### src/rtl/request_feeder.sv
`timescale 1ns/1ps
`default_nettype none
// ============================================================================
// Module   : request_feeder
// Purpose  : Small request FIFO that hands {side, data} entries one at a time
//            to a downstream FSM using a rqst / confirm handshake. It waits for
//            the matching acknowledge, retries on timeout and drops an entry
//            once its retries are used up.
// Ports    : clk        - rising-edge clock
//            rst        - asynchronous active-low reset
//            push       - enqueue strobe
//            push_data  - 4-bit value to deliver
//            push_side  - target register (0 = left, 1 = right)
//            ack_left   - downstream acknowledge, left side
//            ack_right  - downstream acknowledge, right side
//            rqst       - one-cycle request pulse
//            confirm    - one-cycle confirm pulse
//            din        - head data while a delivery is in progress, else 0
//            full/empty - FIFO occupancy flags
//            count      - FIFO occupancy
//            busy       - delivery in progress (state is not IDLE)
//            err        - sticky: dropped entry, wrong-side ack or overflow
// Revision : 1.0 - initial release
// ============================================================================
module request_feeder #(
  parameter int DEPTH     = 4,
  parameter int TIMEOUT   = 15,
  parameter int MAX_RETRY = 3
) (
  input  logic                     clk,
  input  logic                     rst,
  input  logic                     push,
  input  logic [3:0]               push_data,
  input  logic                     push_side,
  input  logic                     ack_left,
  input  logic                     ack_right,
  output logic                     rqst,
  output logic                     confirm,
  output logic [3:0]               din,
  output logic                     full,
  output logic                     empty,
  output logic [$clog2(DEPTH):0]   count,
  output logic                     busy,
  output logic                     err
);

  localparam int AW = $clog2(DEPTH);
  localparam int CW = AW + 1;
  localparam int TW = (TIMEOUT > 1)   ? $clog2(TIMEOUT + 1)   : 1;
  localparam int RW = (MAX_RETRY > 0) ? $clog2(MAX_RETRY + 1) : 1;

  typedef enum logic [1:0] {
    IDLE     = 2'd0,
    REQ      = 2'd1,
    CONF     = 2'd2,
    WAIT_ACK = 2'd3
  } state_t;

  state_t          state, state_nx;
  logic [TW-1:0]   timer, timer_nx;
  logic [RW-1:0]   retry, retry_nx;
  logic [4:0]      mem [DEPTH];
  logic [AW-1:0]   head, tail;
  logic [4:0]      head_entry;
  logic            push_ok;
  logic            overflow;
  logic            pop;
  logic            fsm_err;
  logic            ack_match;
  logic            ack_any;

  assign head_entry = mem[head];
  assign push_ok    = push && !full;
  assign overflow   = push && full;
  assign full       = (count == CW'(DEPTH));
  assign empty      = (count == '0);

  // Exactly one ack, on the side the head entry targets. Both acks high at
  // once is treated as a wrong-side acknowledge.
  assign ack_any    = ack_left || ack_right;
  assign ack_match  = head_entry[4] ? (ack_right && !ack_left)
                                    : (ack_left && !ack_right);

  // --------------------------------------------------------------------------
  // FIFO storage: data array is not reset; pointers and count define validity.
  // --------------------------------------------------------------------------
  always_ff @(posedge clk) begin
    if (push_ok) begin
      mem[tail] <= {push_side, push_data};
    end
  end

  always_ff @(posedge clk or negedge rst) begin
    if (!rst) begin
      head  <= '0;
      tail  <= '0;
      count <= '0;
    end else begin
      if (push_ok) begin
        tail <= tail + AW'(1);
      end
      if (pop) begin
        head <= head + AW'(1);
      end
      case ({push_ok, pop})
        2'b10:   count <= count + CW'(1);
        2'b01:   count <= count - CW'(1);
        default: count <= count;
      endcase
    end
  end

  // --------------------------------------------------------------------------
  // Delivery FSM: next state, timer/retry bookkeeping and pop decision.
  // The timeout fires on the TIMEOUT-th WAIT_ACK cycle, so a retried entry
  // sees rqst pulses TIMEOUT+2 cycles apart (REQ + CONF + TIMEOUT waits).
  // --------------------------------------------------------------------------
  always_comb begin
    state_nx = state;
    timer_nx = timer;
    retry_nx = retry;
    pop      = 1'b0;
    fsm_err  = 1'b0;
    case (state)
      IDLE: begin
        if (!empty) begin
          state_nx = REQ;
        end
      end
      REQ: begin
        state_nx = CONF;
      end
      CONF: begin
        state_nx = WAIT_ACK;
        timer_nx = '0;
      end
      WAIT_ACK: begin
        if (ack_match) begin
          pop      = 1'b1;
          retry_nx = '0;
          state_nx = IDLE;
        end else if (ack_any) begin
          pop      = 1'b1;
          fsm_err  = 1'b1;
          retry_nx = '0;
          state_nx = IDLE;
        end else if (timer == TW'(TIMEOUT - 1)) begin
          if (retry == RW'(MAX_RETRY)) begin
            pop      = 1'b1;
            fsm_err  = 1'b1;
            retry_nx = '0;
            state_nx = IDLE;
          end else begin
            retry_nx = retry + RW'(1);
            state_nx = REQ;
          end
        end else begin
          timer_nx = timer + TW'(1);
        end
      end
      default: begin
        state_nx = IDLE;
      end
    endcase
  end

  // Outputs are registered from the next state so they line up with the
  // state they describe. The head does not move until the pop that returns
  // the FSM to IDLE, so mem[head] is the right data whenever next != IDLE.
  always_ff @(posedge clk or negedge rst) begin
    if (!rst) begin
      state   <= IDLE;
      timer   <= '0;
      retry   <= '0;
      err     <= 1'b0;
      rqst    <= 1'b0;
      confirm <= 1'b0;
      busy    <= 1'b0;
      din     <= '0;
    end else begin
      state   <= state_nx;
      timer   <= timer_nx;
      retry   <= retry_nx;
      err     <= err | overflow | fsm_err;
      rqst    <= (state_nx == REQ);
      confirm <= (state_nx == CONF);
      busy    <= (state_nx != IDLE);
      din     <= (state_nx != IDLE) ? head_entry[3:0] : 4'd0;
    end
  end

endmodule
`default_nettype wire

### config.mk
export PLATFORM = sky130hd
export DESIGN_NAME = request_feeder
export DESIGN_NICKNAME = d
export VERILOG_FILES = /design/src/rtl/request_feeder.sv
export SDC_FILE = /design/constraint.sdc
export NUM_CORES = 1
export LEC_CHECK = 0
export CORE_UTILIZATION = 30
export CTS_CLUSTER_DIAMETER = 40
export DETAILED_ROUTE_END_ITERATION = 8
export DONT_BUFFER_PORTS = 1
export PLACE_DENSITY = 0.53
export SETUP_SLACK_MARGIN = 0.2
export SYNTH_ARGS = -nofsm -noshare
export SYNTH_HDL_FRONTEND = slang
export SYNTH_SLANG_ARGS = --single-unit
### constraint.sdc
create_clock -name clk -period 3 [get_ports clk]
set_clock_uncertainty 0.15 [all_clocks]
set_input_delay 0.3 -clock clk [delete_from_list [all_inputs] [get_ports clk]]
set_output_delay 0.3 -clock clk [all_outputs]
set_load 0.03 [all_outputs]
==> results.json <==
{
  "required_ns": 3.06,
  "startpoint_type": "flip-flop",
  "cts_setup_buffers": 0,
  "grt_max_degree": 24,
  "worstMarginPinSlew_ns": 1.05,
  "drive_gt1_frac": 0.153,
  "peakVddDrop_mv": 0.331,
  "antennaDiodeCount": 0,
  "crit_buf_inv": 2,
  "clock_latency_ns": 0.29,
  "dp_hpwl_um": 2540,
  "first_iter_violations": 31,
  "wl_per_cell_um": 16.0,
  "vias": 1082,
  "use_met3": 0.0356,
  "grt.total_usage": 0.121,
  "met2_usage": 0.201,
  "clk_pin_slew_ns": 0.08,
  "worst_slack_ns": 0.351,
  "utilization": 0.359,
  "postPlaceCellArea_sq_mm": 0.00199,
  "finalCriticalPeriod_ns": 2.65,
  "fmax_mhz": 378,
  "regArea_sq_mm": 0.00118,
  "outcome": "finished, final reports clean",
  "setup_viol": 0,
  "cp.arrival_ns": 2.71,
  "syn_inst": 132,
  "ant_nets": 0,
  "grt_pass1_vias": 1120,
  "crit_type": "flip-flop to flip-flop",
  "die_y_um": 81.6,
  "cellPowerDensity_mw_per_mm2": 1030,
  "hold_violations": 0,
  "die_x_um": 81.6,
  "cts_root_buf": "clkbuf_8",
  "cts-htree-levels": 2,
  "endpoint_kind": "flip-flop",
  "ioPinCount": 23,
  "final_common_cell": "dfrtp_1",
  "synth_nets": 151,
  "grtUsageMet1": 0.148,
  "maxCapViolations": 0,
  "grt_setup_unrepaired": "no",
  "path_cells": "inv_1 -> ha_1 -> a311o_2 -> and4_2 -> ha_1 -> inv_1 -> fa_1 -> xor2_1 -> nor2_1 -> xor2_1",
  "final_cell_mix": "dfrtp_1, edfxtp_1, inv_1",
  "antenna_found_initial": 0,
  "avgSynthCellArea_sq_um": 14.4,
  "fin_crit_sh": 0.883,
  "final_area_sq_mm": 0.00217,
  "top_usage_layer": "met2",
  "power_leakage_uw": 0.000871,
  "nFillCells": 585,
  "slowest_delay_ns": 0.42,
  "area_growth_pct": 13.9,
  "syn_area_sq_mm": 0.00190,
  "vias_per_cell": 4.94,
  "dr.pass1.iters": 4,
  "route.detailed.drc": 0,
  "gp_congestion": 0.785,
  "hold_class": "primary input to flip-flop",
  "multi_input_area_sq_um": 657,
  "overflow": 0,
  "finalWirelength_um": 3510,
  "crit_family": "adder cells",
  "max-slew-margin-rel": 0.301,
  "rows": 28,
  "ys_warn_count": 0,
  "dp_slack_ns": 0.151,
  "maxSlewViolCount": 0,
  "fin_nets": 162,
  "crit_path_top_delay_cell": "dfrtp_1",
  "start_util": 0.316,
  "fin_setup_tns_ns": 0,
  "die_area_sq_mm": 0.00666,
  "cts.sinks": 43,
  "cp_max_fo": 9,
  "cts_buffers": 5,
  "cts_tree": "done",
  "port_buffers": 0,
  "grt_pass1_wl_um": 5820,
  "ys_ff_latch": 43,
  "cts_buffer_depth": 2,
  "seq_area_frac_synth": 0.618,
  "synth_cell_type_count": 38,
  "core_area_sq_mm": 0.00603
}
-- final timing paths --
kind,endpoint,slack [ns],cells past startpoint,start
setup / recovery,count[2],0.35,10,timer[0]
hold / removal,err,0.05,2,push
setup reg to reg,count[2],0.35,10,timer[0]
hold reg to reg,retry[1],0.38,2,retry[1]
max in group asynchronous,din[3],1.59,1,rst
min in group asynchronous,count[0],0.49,1,rst
-- area by class of cell --
| type | count | area share |
|---|---|---|
| clock buffers | 5 | 0.0318 |
| clock inverters | 3 | 0.0214 |
| inverters | 11 | 0.0191 |
| multi-input cells | 73 | 0.303 |
| flip-flops and latches | 43 | 0.543 |
| well taps | 75 | 0.0433 |
| repair buffers | 9 | 0.0381 |
-- report_power, final --
part           leakage [uW]  internal (uW)  switching, uW  total (uW)
Combinational      0.000355            305            306         611
Sequential         0.000461            823            332        1160
Clock             0.0000548            251            209         460
Total              0.000871           1380            847        2230
-- cells by family after synthesis --
kind of cell | after synthesis | synth area share
fa+ha+maj | 9 | 0.0632
simple gates | 35 | 0.106
flops | 43 | 0.618
xor+xnor | 6 | 0.0276
mux | 9 | 0.0816
compound gates | 14 | 0.0632
buf+inv | 16 | 0.0401
-- metrics by stage --
step           total power, uW  hold WS [ns]  cells
5_1_grt                   2380        0.0459    219
3_5_place_dp              1780        -0.145    205
2_1_floorplan             1630        -0.146    132
6_report                  2230        0.0457    219
3_3_place_gp              1740        -0.145    205
4_1_cts                   2260        0.0391    219
-- synth_stat cells --
| master | n | area, sq um |
|---|---|---|
| a21oi_1 | 2 | 10.0 |
| and2_1 | 4 | 25.0 |
| or4_1 | 1 | 7.51 |
| xnor2_1 | 2 | 17.5 |
| nor3b_1 | 5 | 37.5 |
| or3_1 | 1 | 6.26 |
| o22ai_1 | 1 | 6.26 |
| dfrtp_1 | 23 | 576 |
| and4_1 | 1 | 8.76 |
| nor2b_1 | 1 | 6.26 |
| clkbuf_1 | 2 | 7.51 |
| nand2_1 | 4 | 15.0 |
| nor4b_1 | 1 | 8.76 |
| nand4_1 | 2 | 12.5 |
| buf_6 | 2 | 22.5 |
| mux4_2 | 5 | 113 |
| a21boi_0 | 1 | 7.51 |
| a221o_1 | 1 | 10.0 |
| o31ai_1 | 1 | 7.51 |
| edfxtp_1 | 20 | 601 |
| inv_1 | 11 | 41.3 |
| buf_2 | 1 | 5.00 |
| mux2_2 | 2 | 22.5 |
| a311o_1 | 1 | 10.0 |
| nand3_1 | 4 | 20.0 |
| a211o_1 | 1 | 8.76 |
| o211ai_1 | 3 | 22.5 |
| ha_1 | 8 | 100 |
| fa_1 | 1 | 20.0 |
| o32ai_1 | 1 | 8.76 |
| nor4_1 | 1 | 6.26 |
| nor2_1 | 5 | 18.8 |
| a311oi_1 | 1 | 8.76 |
| mux2i_1 | 2 | 20.0 |
| o2bb2a_4 | 1 | 20.0 |
| nor3_1 | 2 | 10.0 |
| xor2_1 | 4 | 35.0 |
| and3_1 | 3 | 18.8 |
-- sequential cells by signal (all words and copies together), names as in the netlist --
signal / flops
retry: 2
timer: 4
din: 4
tail: 2
mem: 20
rqst: 1
state: 2
confirm: 1
head: 2
err: 1
busy: 1
count: 3
-- what timing repair did --
item | 4_1_cts | 5_1_grt
setup endpoints to repair | 1 | 1
hold buffers | 6 | 0
pin swaps | 0 | 0
hold endpoints to repair | 43 | 0
gates resized for setup | 1 | 1
-- layer usage --
layer  vias up  part of all wire
met5         -                 0
met4         0             0.019
met3         8             0.036
met2        22              0.52
met1       546              0.42
li1        506                 -
(Power assumes the default switching activity.)
